==> src/rtl/tset_pkg.sv <==
// Shared types and constants for the clock time-setting controller:
// FSM state encoding, field-select codes, field limits and the wrapping step helper.
package tset_pkg;

  typedef enum logic [2:0] {
    RUN,
    SET_HOU,
    SET_MIN,
    SET_SEC,
    COMMIT
  } state_e;

  localparam logic [1:0] SEL_NONE = 2'd0;
  localparam logic [1:0] SEL_HOU  = 2'd1;
  localparam logic [1:0] SEL_MIN  = 2'd2;
  localparam logic [1:0] SEL_SEC  = 2'd3;

  localparam logic [5:0] HOU_MAX    = 6'd23;
  localparam logic [5:0] MINSEC_MAX = 6'd59;

  localparam int BLINK_HALF_MS = 250;

  // One step up or down with wrap-around at 0 and max; no carry into other fields.
  function automatic logic [5:0] step_wrap(input logic [5:0] val,
                                           input logic [5:0] max,
                                           input logic       up);
    if (up) return (val >= max) ? 6'd0 : val + 6'd1;
    else    return (val == 6'd0) ? max : val - 6'd1;
  endfunction

endpackage

==> src/rtl/time_set_ctrl_if.sv <==
// Bus between the time-setting controller (master) and the timekeeper (slave):
// current time in, edited time, load strobe and count-hold out.
interface time_set_ctrl_if;

  logic [5:0] hou_cur;
  logic [5:0] min_cur;
  logic [5:0] sec_cur;
  logic [5:0] hou_temp;
  logic [5:0] min_temp;
  logic [5:0] sec_temp;
  logic       load;
  logic       stop_clk;

  modport master (
    input  hou_cur, min_cur, sec_cur,
    output hou_temp, min_temp, sec_temp, load, stop_clk
  );

  modport slave (
    output hou_cur, min_cur, sec_cur,
    input  hou_temp, min_temp, sec_temp, load, stop_clk
  );

endinterface

==> src/rtl/time_set_ctrl_key_debounce.sv <==
// Push-key conditioner: 2-FF synchroniser, debounce counter on a 1 ms tick,
// debounced level and a one-cycle press pulse on each accepted 0->1 change.
module key_debounce #(
  parameter int DEBOUNCE_MS = 20
) (
  input  logic clk,
  input  logic rst,
  input  logic i_tick,
  input  logic i_key,
  output logic o_level,
  output logic o_press
);

  localparam int DW = (DEBOUNCE_MS > 1) ? $clog2(DEBOUNCE_MS) : 1;

  logic          r_meta;
  logic          r_sync;
  logic          r_level;
  logic          r_press;
  logic [DW-1:0] r_cnt;
  logic          w_accept;

  // A change is accepted once the synchronised level has differed for DEBOUNCE_MS ticks.
  assign w_accept = i_tick && (r_sync != r_level) && (r_cnt == DW'(DEBOUNCE_MS - 1));

  // NOTE: sequential state uses non-blocking assignments so every register samples pre-edge values.
  always_ff @(posedge clk or posedge rst) begin
    if (rst) begin
      r_meta  <= 1'b0;
      r_sync  <= 1'b0;
      r_level <= 1'b0;
      r_press <= 1'b0;
      r_cnt   <= '0;
    end else begin
      r_meta  <= i_key;
      r_sync  <= r_meta;
      r_press <= w_accept && r_sync;
      if (r_sync == r_level) begin
        r_cnt <= '0;
      end else if (w_accept) begin
        r_cnt   <= '0;
        r_level <= r_sync;
      end else if (i_tick) begin
        r_cnt <= r_cnt + DW'(1);
      end
    end
  end

  assign o_level = r_level;
  assign o_press = r_press;

endmodule

==> src/rtl/time_set_ctrl.sv <==
// Key-driven hour/minute/second setting controller for the 24 h clock.
// Optional auto-repeat on held inc/dec keys is built when TSET_AUTOREPEAT_EN is defined.
module time_set_ctrl
  import tset_pkg::*;
#(
  parameter int CLK_HZ          = 50000000,
  parameter int DEBOUNCE_MS     = 20,
  parameter int REPEAT_DELAY_MS = 500,
  parameter int REPEAT_RATE_MS  = 100,
  parameter int TIMEOUT_S       = 10
) (
  input  logic             clk_50Mhz,
  input  logic             rst,
  input  logic             key_mode,
  input  logic             key_inc,
  input  logic             key_dec,
  time_set_ctrl_if.master  tk,
  output logic [1:0]       sel,
  output logic             blink
);

  localparam int TICK_DIV = CLK_HZ / 1000;
  localparam int TW       = (TICK_DIV > 1) ? $clog2(TICK_DIV) : 1;
  localparam int TO_TICKS = TIMEOUT_S * 1000;
  localparam int OW       = $clog2(TO_TICKS + 1);
  localparam int BW       = $clog2(BLINK_HALF_MS);

  state_e        r_state;
  state_e        w_next;
  logic [TW-1:0] r_tick_cnt;
  logic          w_tick;
  logic [OW-1:0] r_to_cnt;
  logic [BW-1:0] r_blink_cnt;
  logic          r_blink;
  logic          r_stop_clk;
  logic [5:0]    r_hou;
  logic [5:0]    r_min;
  logic [5:0]    r_sec;
  logic          w_lvl_mode, w_lvl_inc, w_lvl_dec;
  logic          w_press_mode, w_press_inc, w_press_dec;
  logic          w_mode_ev, w_inc_ev, w_dec_ev, w_any_ev;
  logic          w_in_set;
  logic          w_timeout;
  logic          w_unused;

  assign w_tick = (r_tick_cnt == TW'(TICK_DIV - 1));

  always_ff @(posedge clk_50Mhz or posedge rst) begin
    if (rst)         r_tick_cnt <= '0;
    else if (w_tick) r_tick_cnt <= '0;
    else             r_tick_cnt <= r_tick_cnt + TW'(1);
  end

  key_debounce #(.DEBOUNCE_MS(DEBOUNCE_MS)) u_db_mode (
    .clk(clk_50Mhz), .rst(rst), .i_tick(w_tick), .i_key(key_mode),
    .o_level(w_lvl_mode), .o_press(w_press_mode)
  );

  key_debounce #(.DEBOUNCE_MS(DEBOUNCE_MS)) u_db_inc (
    .clk(clk_50Mhz), .rst(rst), .i_tick(w_tick), .i_key(key_inc),
    .o_level(w_lvl_inc), .o_press(w_press_inc)
  );

  key_debounce #(.DEBOUNCE_MS(DEBOUNCE_MS)) u_db_dec (
    .clk(clk_50Mhz), .rst(rst), .i_tick(w_tick), .i_key(key_dec),
    .o_level(w_lvl_dec), .o_press(w_press_dec)
  );

  // The mode level is never needed, and the inc/dec levels only feed auto-repeat.
  assign w_unused = w_lvl_mode ^ w_lvl_inc ^ w_lvl_dec ^ (REPEAT_DELAY_MS > REPEAT_RATE_MS);

  assign w_in_set  = (r_state == SET_HOU) || (r_state == SET_MIN) || (r_state == SET_SEC);
  assign w_mode_ev = w_press_mode;

`ifdef TSET_AUTOREPEAT_EN
  localparam int RMAX = (REPEAT_DELAY_MS > REPEAT_RATE_MS) ? REPEAT_DELAY_MS : REPEAT_RATE_MS;
  localparam int RW   = $clog2(RMAX + 1);

  logic [RW-1:0] r_rep_cnt;
  logic          r_rep_armed;
  logic          r_rep_inc;
  logic          r_rep_dec;
  logic          w_rep_hold;
  logic          w_rep_fire;

  // First repeat after the delay, then one per rate period; both keys held means no repeat.
  assign w_rep_hold = w_in_set && (w_lvl_inc ^ w_lvl_dec);
  assign w_rep_fire = w_rep_hold && w_tick &&
                      (r_rep_cnt == (r_rep_armed ? RW'(REPEAT_RATE_MS - 1)
                                                 : RW'(REPEAT_DELAY_MS - 1)));

  always_ff @(posedge clk_50Mhz or posedge rst) begin
    if (rst) begin
      r_rep_cnt   <= '0;
      r_rep_armed <= 1'b0;
      r_rep_inc   <= 1'b0;
      r_rep_dec   <= 1'b0;
    end else begin
      r_rep_inc <= w_rep_fire && w_lvl_inc;
      r_rep_dec <= w_rep_fire && w_lvl_dec;
      if (!w_rep_hold) begin
        r_rep_cnt   <= '0;
        r_rep_armed <= 1'b0;
      end else if (w_rep_fire) begin
        r_rep_cnt   <= '0;
        r_rep_armed <= 1'b1;
      end else if (w_tick) begin
        r_rep_cnt <= r_rep_cnt + RW'(1);
      end
    end
  end

  assign w_inc_ev = w_press_inc || r_rep_inc;
  assign w_dec_ev = w_press_dec || r_rep_dec;
`else
  assign w_inc_ev = w_press_inc;
  assign w_dec_ev = w_press_dec;
`endif

  assign w_any_ev  = w_mode_ev || w_inc_ev || w_dec_ev;
  assign w_timeout = w_in_set && (r_to_cnt == OW'(TO_TICKS));

  always_ff @(posedge clk_50Mhz or posedge rst) begin
    if (rst)                        r_to_cnt <= '0;
    else if (!w_in_set || w_any_ev) r_to_cnt <= '0;
    else if (w_tick && !w_timeout)  r_to_cnt <= r_to_cnt + OW'(1);
  end

  always_ff @(posedge clk_50Mhz or posedge rst) begin
    if (rst) r_state <= RUN;
    else     r_state <= w_next;
  end

  // NOTE: default assignment first so no path through this block infers a latch.
  always_comb begin
    w_next = r_state;
    case (r_state)
      RUN:     if (w_mode_ev) w_next = SET_HOU;
      SET_HOU: if (w_mode_ev) w_next = SET_MIN; else if (w_timeout) w_next = RUN;
      SET_MIN: if (w_mode_ev) w_next = SET_SEC; else if (w_timeout) w_next = RUN;
      SET_SEC: if (w_mode_ev) w_next = COMMIT;  else if (w_timeout) w_next = RUN;
      COMMIT:  w_next = RUN;
      default: w_next = RUN;
    endcase
  end

  always_comb begin
    sel     = SEL_NONE;
    tk.load = 1'b0;
    case (r_state)
      SET_HOU: sel     = SEL_HOU;
      SET_MIN: sel     = SEL_MIN;
      SET_SEC: sel     = SEL_SEC;
      COMMIT:  tk.load = 1'b1;
      default: ;
    endcase
  end

  // Registered from the next state so the hold request moves on the same edge as the state.
  always_ff @(posedge clk_50Mhz or posedge rst) begin
    if (rst) r_stop_clk <= 1'b0;
    else     r_stop_clk <= (w_next != RUN);
  end

  always_ff @(posedge clk_50Mhz or posedge rst) begin
    if (rst) begin
      r_blink_cnt <= '0;
      r_blink     <= 1'b0;
    end else if (r_state == RUN) begin
      r_blink_cnt <= '0;
      r_blink     <= 1'b0;
    end else if (w_in_set && w_tick) begin
      if (r_blink_cnt == BW'(BLINK_HALF_MS - 1)) begin
        r_blink_cnt <= '0;
        r_blink     <= ~r_blink;
      end else begin
        r_blink_cnt <= r_blink_cnt + BW'(1);
      end
    end
  end

  // Mode has priority over inc/dec; simultaneous inc and dec cancel out.
  always_ff @(posedge clk_50Mhz or posedge rst) begin
    if (rst) begin
      r_hou <= '0;
      r_min <= '0;
      r_sec <= '0;
    end else if ((r_state == RUN) && w_mode_ev) begin
      r_hou <= tk.hou_cur;
      r_min <= tk.min_cur;
      r_sec <= tk.sec_cur;
    end else if (w_in_set && !w_mode_ev && (w_inc_ev ^ w_dec_ev)) begin
      case (r_state)
        SET_HOU: r_hou <= step_wrap(r_hou, HOU_MAX, w_inc_ev);
        SET_MIN: r_min <= step_wrap(r_min, MINSEC_MAX, w_inc_ev);
        SET_SEC: r_sec <= step_wrap(r_sec, MINSEC_MAX, w_inc_ev);
        default: ;
      endcase
    end
  end

  assign tk.hou_temp = r_hou;
  assign tk.min_temp = r_min;
  assign tk.sec_temp = r_sec;
  assign tk.stop_clk = r_stop_clk;
  assign blink       = r_blink;

endmodule

==> src/flat_wrapper.sv <==
// flat-port wrapper written by rule: the top's interface ports become plain ports
module time_set_ctrl_flat import tset_pkg::*;
#(
  parameter int CLK_HZ          = 50000000,
  parameter int DEBOUNCE_MS     = 20,
  parameter int REPEAT_DELAY_MS = 500,
  parameter int REPEAT_RATE_MS  = 100,
  parameter int TIMEOUT_S       = 10
)
  (clk_50Mhz, rst, key_mode, key_inc, key_dec, sel, blink, tk_hou_cur, tk_min_cur, tk_sec_cur, tk_hou_temp, tk_min_temp, tk_sec_temp, tk_load, tk_stop_clk);
  time_set_ctrl_if tk_i ();
  input  logic clk_50Mhz;
  input  logic rst;
  input  logic key_mode;
  input  logic key_inc;
  input  logic key_dec;
  output logic [1:0] sel;
  output logic blink;
  input wire logic [$bits(tk_i.hou_cur)-1:0] tk_hou_cur;
  input wire logic [$bits(tk_i.min_cur)-1:0] tk_min_cur;
  input wire logic [$bits(tk_i.sec_cur)-1:0] tk_sec_cur;
  output wire logic [$bits(tk_i.hou_temp)-1:0] tk_hou_temp;
  output wire logic [$bits(tk_i.min_temp)-1:0] tk_min_temp;
  output wire logic [$bits(tk_i.sec_temp)-1:0] tk_sec_temp;
  output wire logic [$bits(tk_i.load)-1:0] tk_load;
  output wire logic [$bits(tk_i.stop_clk)-1:0] tk_stop_clk;
  assign tk_i.hou_cur = tk_hou_cur;
  assign tk_i.min_cur = tk_min_cur;
  assign tk_i.sec_cur = tk_sec_cur;
  assign tk_hou_temp = tk_i.hou_temp;
  assign tk_min_temp = tk_i.min_temp;
  assign tk_sec_temp = tk_i.sec_temp;
  assign tk_load = tk_i.load;
  assign tk_stop_clk = tk_i.stop_clk;
  time_set_ctrl #(.CLK_HZ(CLK_HZ), .DEBOUNCE_MS(DEBOUNCE_MS), .REPEAT_DELAY_MS(REPEAT_DELAY_MS), .REPEAT_RATE_MS(REPEAT_RATE_MS), .TIMEOUT_S(TIMEOUT_S)) u_core (.clk_50Mhz(clk_50Mhz), .rst(rst), .key_mode(key_mode), .key_inc(key_inc), .key_dec(key_dec), .tk(tk_i), .sel(sel), .blink(blink));
endmodule
==> config.mk <==
export PLATFORM = sky130hd
export DESIGN_NAME = time_set_ctrl_flat
export DESIGN_NICKNAME = d
export VERILOG_FILES = /design/src/rtl/tset_pkg.sv /design/src/rtl/time_set_ctrl_if.sv /design/src/rtl/time_set_ctrl_key_debounce.sv /design/src/rtl/time_set_ctrl.sv /design/src/flat_wrapper.sv
export SDC_FILE = /design/constraint.sdc
export NUM_CORES = 1
export LEC_CHECK = 0
export CAP_MARGIN = 20
export CELL_PAD_IN_SITES_DETAIL_PLACEMENT = 1
export CELL_PAD_IN_SITES_GLOBAL_PLACEMENT = 2
export CORE_MARGIN = 5
export CORE_UTILIZATION = 36
export DETAILED_ROUTE_END_ITERATION = 10
export PLACE_DENSITY_LB_ADDON = 0.1
export SLEW_MARGIN = 20
export SYNTH_ARGS = -nofsm -noshare
export SYNTH_HDL_FRONTEND = slang
export SYNTH_SLANG_ARGS = --single-unit
==> constraint.sdc <==
create_clock -name clk_50Mhz -period 3.9 [get_ports clk_50Mhz]
set_clock_uncertainty 0.05 [all_clocks]
set_input_delay 0.78 -clock clk_50Mhz [delete_from_list [all_inputs] [get_ports clk_50Mhz]]
set_output_delay 0.78 -clock clk_50Mhz [all_outputs]
set_load 0.02 [all_outputs]
==> results.toml <==
[placed_design]
dp.cells = 798
gp_congestion = 0.776
io_buffers = 45
postPlaceCellArea_um2 = 5810
dpl.hpwl_um = 9530

[worst_setup_path]
path_max_fanout = 22
crit_type = "register to output port"
cp-end-kind = "output port"
worst-r2r-setup-slack_ns = 1.32
cp.arrival_ns = 2.02
path_cells = "nand2b_1 -> inv_1 -> clkdlybuf4s50_1"
reg2reg_from = "u_core.r_tick_cnt[0]$_DFF_PP0_"
timing.critical_path.slowest_cell_delay_ns = 0.62
crit_required_ns = 3.07
rr_endpoint = "u_core.u_db_inc.r_cnt[2]$_DFFE_PP0P_"
critical_path.slowest_cell = "dfrtp_1"
reg2reg_depth = 7
startpoint = "u_core.r_state[2]$_DFF_PP0_"
setup.worst_path.end = "sel[1]"
start_kind = "register"

[cts]
clkTransAtPathRegs_ns = 0.06
cts_tree = "built"
clockBufferDepth = 2
numCtsBuffers = 9
cts.sink_count = 88
insertion_delay_ns = 0.34
post_cts_buffers = 0
ctsResizeCount = 0
ctsHoldBuffers = 0
h-tree-depth = 3
clockRootBuffer = "clkbuf_16"

[cells_and_area]
drive_above_1_share_pct = 6.03
ff_latch_area_um2 = 2200
final_area_um2 = 6110
multi_input_area_um2 = 2790
fin_nets = 665
area_growth_pct = 17.6
n_fill_cell = 1681
instances_no_fill = 814
final_common_cell = "dfrtp_1"
antennaDiodeCount = 0
mostFrequentLayoutCells = "dfrtp_1 (88), nor2_1 (59), nand2_1 (52)"

[routing]
ant_nets = 0
drcViolationCount = 0
wl_met3_um = 398
dr_total_vias = 4514
avgViaCountPerCell = 5.55
met1Wirelength_um = 6320
wl_met2_um = 6470
drtIter0Drc = 177
wl_um = 13400
dr.pass1.iters = 4
highest_layer = "met4"
detail_route.wl_per_cell_um = 16.5

[synth]
synth_compound_area_share_pct = 18.0
synth.distinct_cells = 61
synth-edff-count = 0
synth_top_family_by_area = "simple AND/OR/NAND/NOR gates"
synth_ff_type = "dfrtp_1"
synth-seq-cells = 88
synth_seq_area_share_pct = 42.4
synthSimpleGateAreaFrac_pct = 24.7
synth_xor_area_share_pct = 5.73
syn_nets = 635
synthAdderAreaFrac_pct = 4.09
synthCells = 595
ys_warn_count = 0
synth_mux_area_share_pct = 1.04
syn-cell-area_um2 = 5190
synth_async_sr_flop_share_pct = 100
syn_area_per_cell_um2 = 8.73

[global_route]
grt_pass1_vias = 4671
grt.total_usage_pct = 16.6
grt_pass1_wl_um = 22900
overflow = 0
grt_start_max_net_pins = 37
antenna_found_initial = 0

[power_and_ir_drop]
p_per_area_nw_per_um2 = 303
vdd_drop_max_v = 0.000171
p_total_w = 0.00185
p_leak_nw = 2.46

[floorplan]
start_util_pct = 36.2
core_um2 = 14400
rows = 44
die-area_um2 = 16900
die_y_um = 130
die_w_um = 130
ios = 46

[timing]
period_share_pct = 73.0
slew_viol_final = 0
whs_ns = 0.300
rsz0062_at_grt = "no"
setup_viol = 0
worst_pin_slew_ns = 0.742
max_freq_ghz = 0.351
relSlewSlack_pct = 50.1
min_period_ns = 2.85
setup_tns_ns = 0
hold_viol = 0

[hold_path]
worstHoldPathType = "register to register"

[run_status]
status = "finished clean"

[job]
drv_cap = 0
==> through the flow <==
| stage | setup slack (ns) | utilization [%] |
|---|---|---|
| 2_1_floorplan | 0.791 | - |
| 3_3_place_gp | 1.37 | 40.4 |
| 3_5_place_dp | 1.32 | 40.4 |
| 4_1_cts | 1.05 | 42.5 |
| 5_1_grt | 0.943 | 42.5 |
| 6_report | 1.05 | 42.5 |
==> critical path, delay by kind of cell (launching register included) <==
kind	cells	cell delay (ns)
DFF	1	0.62
buffers and inverters	2	0.74
and+or+nand+nor	1	0.32
==> kinds of logic after synthesis <==
family	count (synthesis)
AND/OR/NAND/NOR	245
AO/OA/AOI/OAI	151
flip-flops	88
buffers and inverters	55
XOR/XNOR	34
adder cells (fa/ha/maj)	17
multiplexers	5
==> registers in the layout, indices dropped and copies added (netlist names) <==
name                      count
u_core.r_tick_cnt            16
u_core.r_to_cnt              14
u_core.r_blink_cnt            8
u_core.tk.hou_temp            6
u_core.tk.min_temp            6
u_core.tk.sec_temp            6
u_core.u_db_dec.r_cnt         5
u_core.u_db_inc.r_cnt         5
u_core.u_db_mode.r_cnt        5
u_core.r_state                3
u_core.blink                  1
u_core.tk.stop_clk            1
u_core.u_db_dec.o_level       1
u_core.u_db_dec.o_press       1
u_core.u_db_dec.r_meta        1
u_core.u_db_dec.r_sync        1
u_core.u_db_inc.o_level       1
u_core.u_db_inc.o_press       1
u_core.u_db_inc.r_meta        1
u_core.u_db_inc.r_sync        1
u_core.u_db_mode.o_level      1
u_core.u_db_mode.o_press      1
u_core.u_db_mode.r_meta       1
u_core.u_db_mode.r_sync       1
==> worst min-delay path by stage <==
stage	from	to	slack, ns	cells after the start
final	u_core.u_db_inc.r_meta$_DFF_PP0_	u_core.u_db_inc.r_sync$_DFF_PP0_	0.30	0
after detailed placement	u_core.u_db_inc.r_meta$_DFF_PP0_	u_core.u_db_inc.r_sync$_DFF_PP0_	0.29	0
after CTS	u_core.u_db_inc.r_meta$_DFF_PP0_	u_core.u_db_inc.r_sync$_DFF_PP0_	0.30	0
after global routing	u_core.u_db_inc.r_meta$_DFF_PP0_	u_core.u_db_inc.r_sync$_DFF_PP0_	0.31	0
after floorplan	u_core.u_db_dec.r_meta$_DFF_PP0_	u_core.u_db_dec.r_sync$_DFF_PP0_	0.28	0
after global placement	u_core.u_db_inc.r_meta$_DFF_PP0_	u_core.u_db_inc.r_sync$_DFF_PP0_	0.28	0
==> where the power goes <==
part / switching [W] / leakage (nW) / total, W / internal (W)
clock: 0.000380 / 0.151 / 0.000882 / 0.000502
combinational: 0.0000271 / 1.17 / 0.0000516 / 0.0000245
sequential: 0.00000338 / 1.14 / 0.000919 / 0.000916
==> synthesized netlist by cell type (10+ instances only) <==
cell,count,area [um^2]
a21oi_1,40,200
o211ai_1,12,90.1
clkbuf_1,26,97.6
nand4_1,11,68.8
o21ai_0,45,225
inv_1,22,82.6
xnor2_1,14,123
dfrtp_1,88,2200
nand2b_1,10,62.6
ha_1,17,213
nand3_1,27,135
xor2_1,20,175
nand2_1,52,195
nor3_1,22,110
nor2_1,59,221
or3_1,13,81.3
==> layout make-up <==
cell class	instances	area share (%)
Tap cell	184	3.77
Inverter	22	1.37
Clock buffer	9	3.69
Multi-Input combinational cell	452	45.7
Clock inverter	7	1.23
Timing Repair Buffer	52	8.23
Sequential cell	88	36.0
==> routing by layer <==
layer  up-vias  global-route usage [%]
met1      2241                    21.6
met5         -                       0
met3        16                    2.17
li1       2199                       -
met2        58                    28.2
met4         0                    5.99
Power figures use the tool's default switching activity.
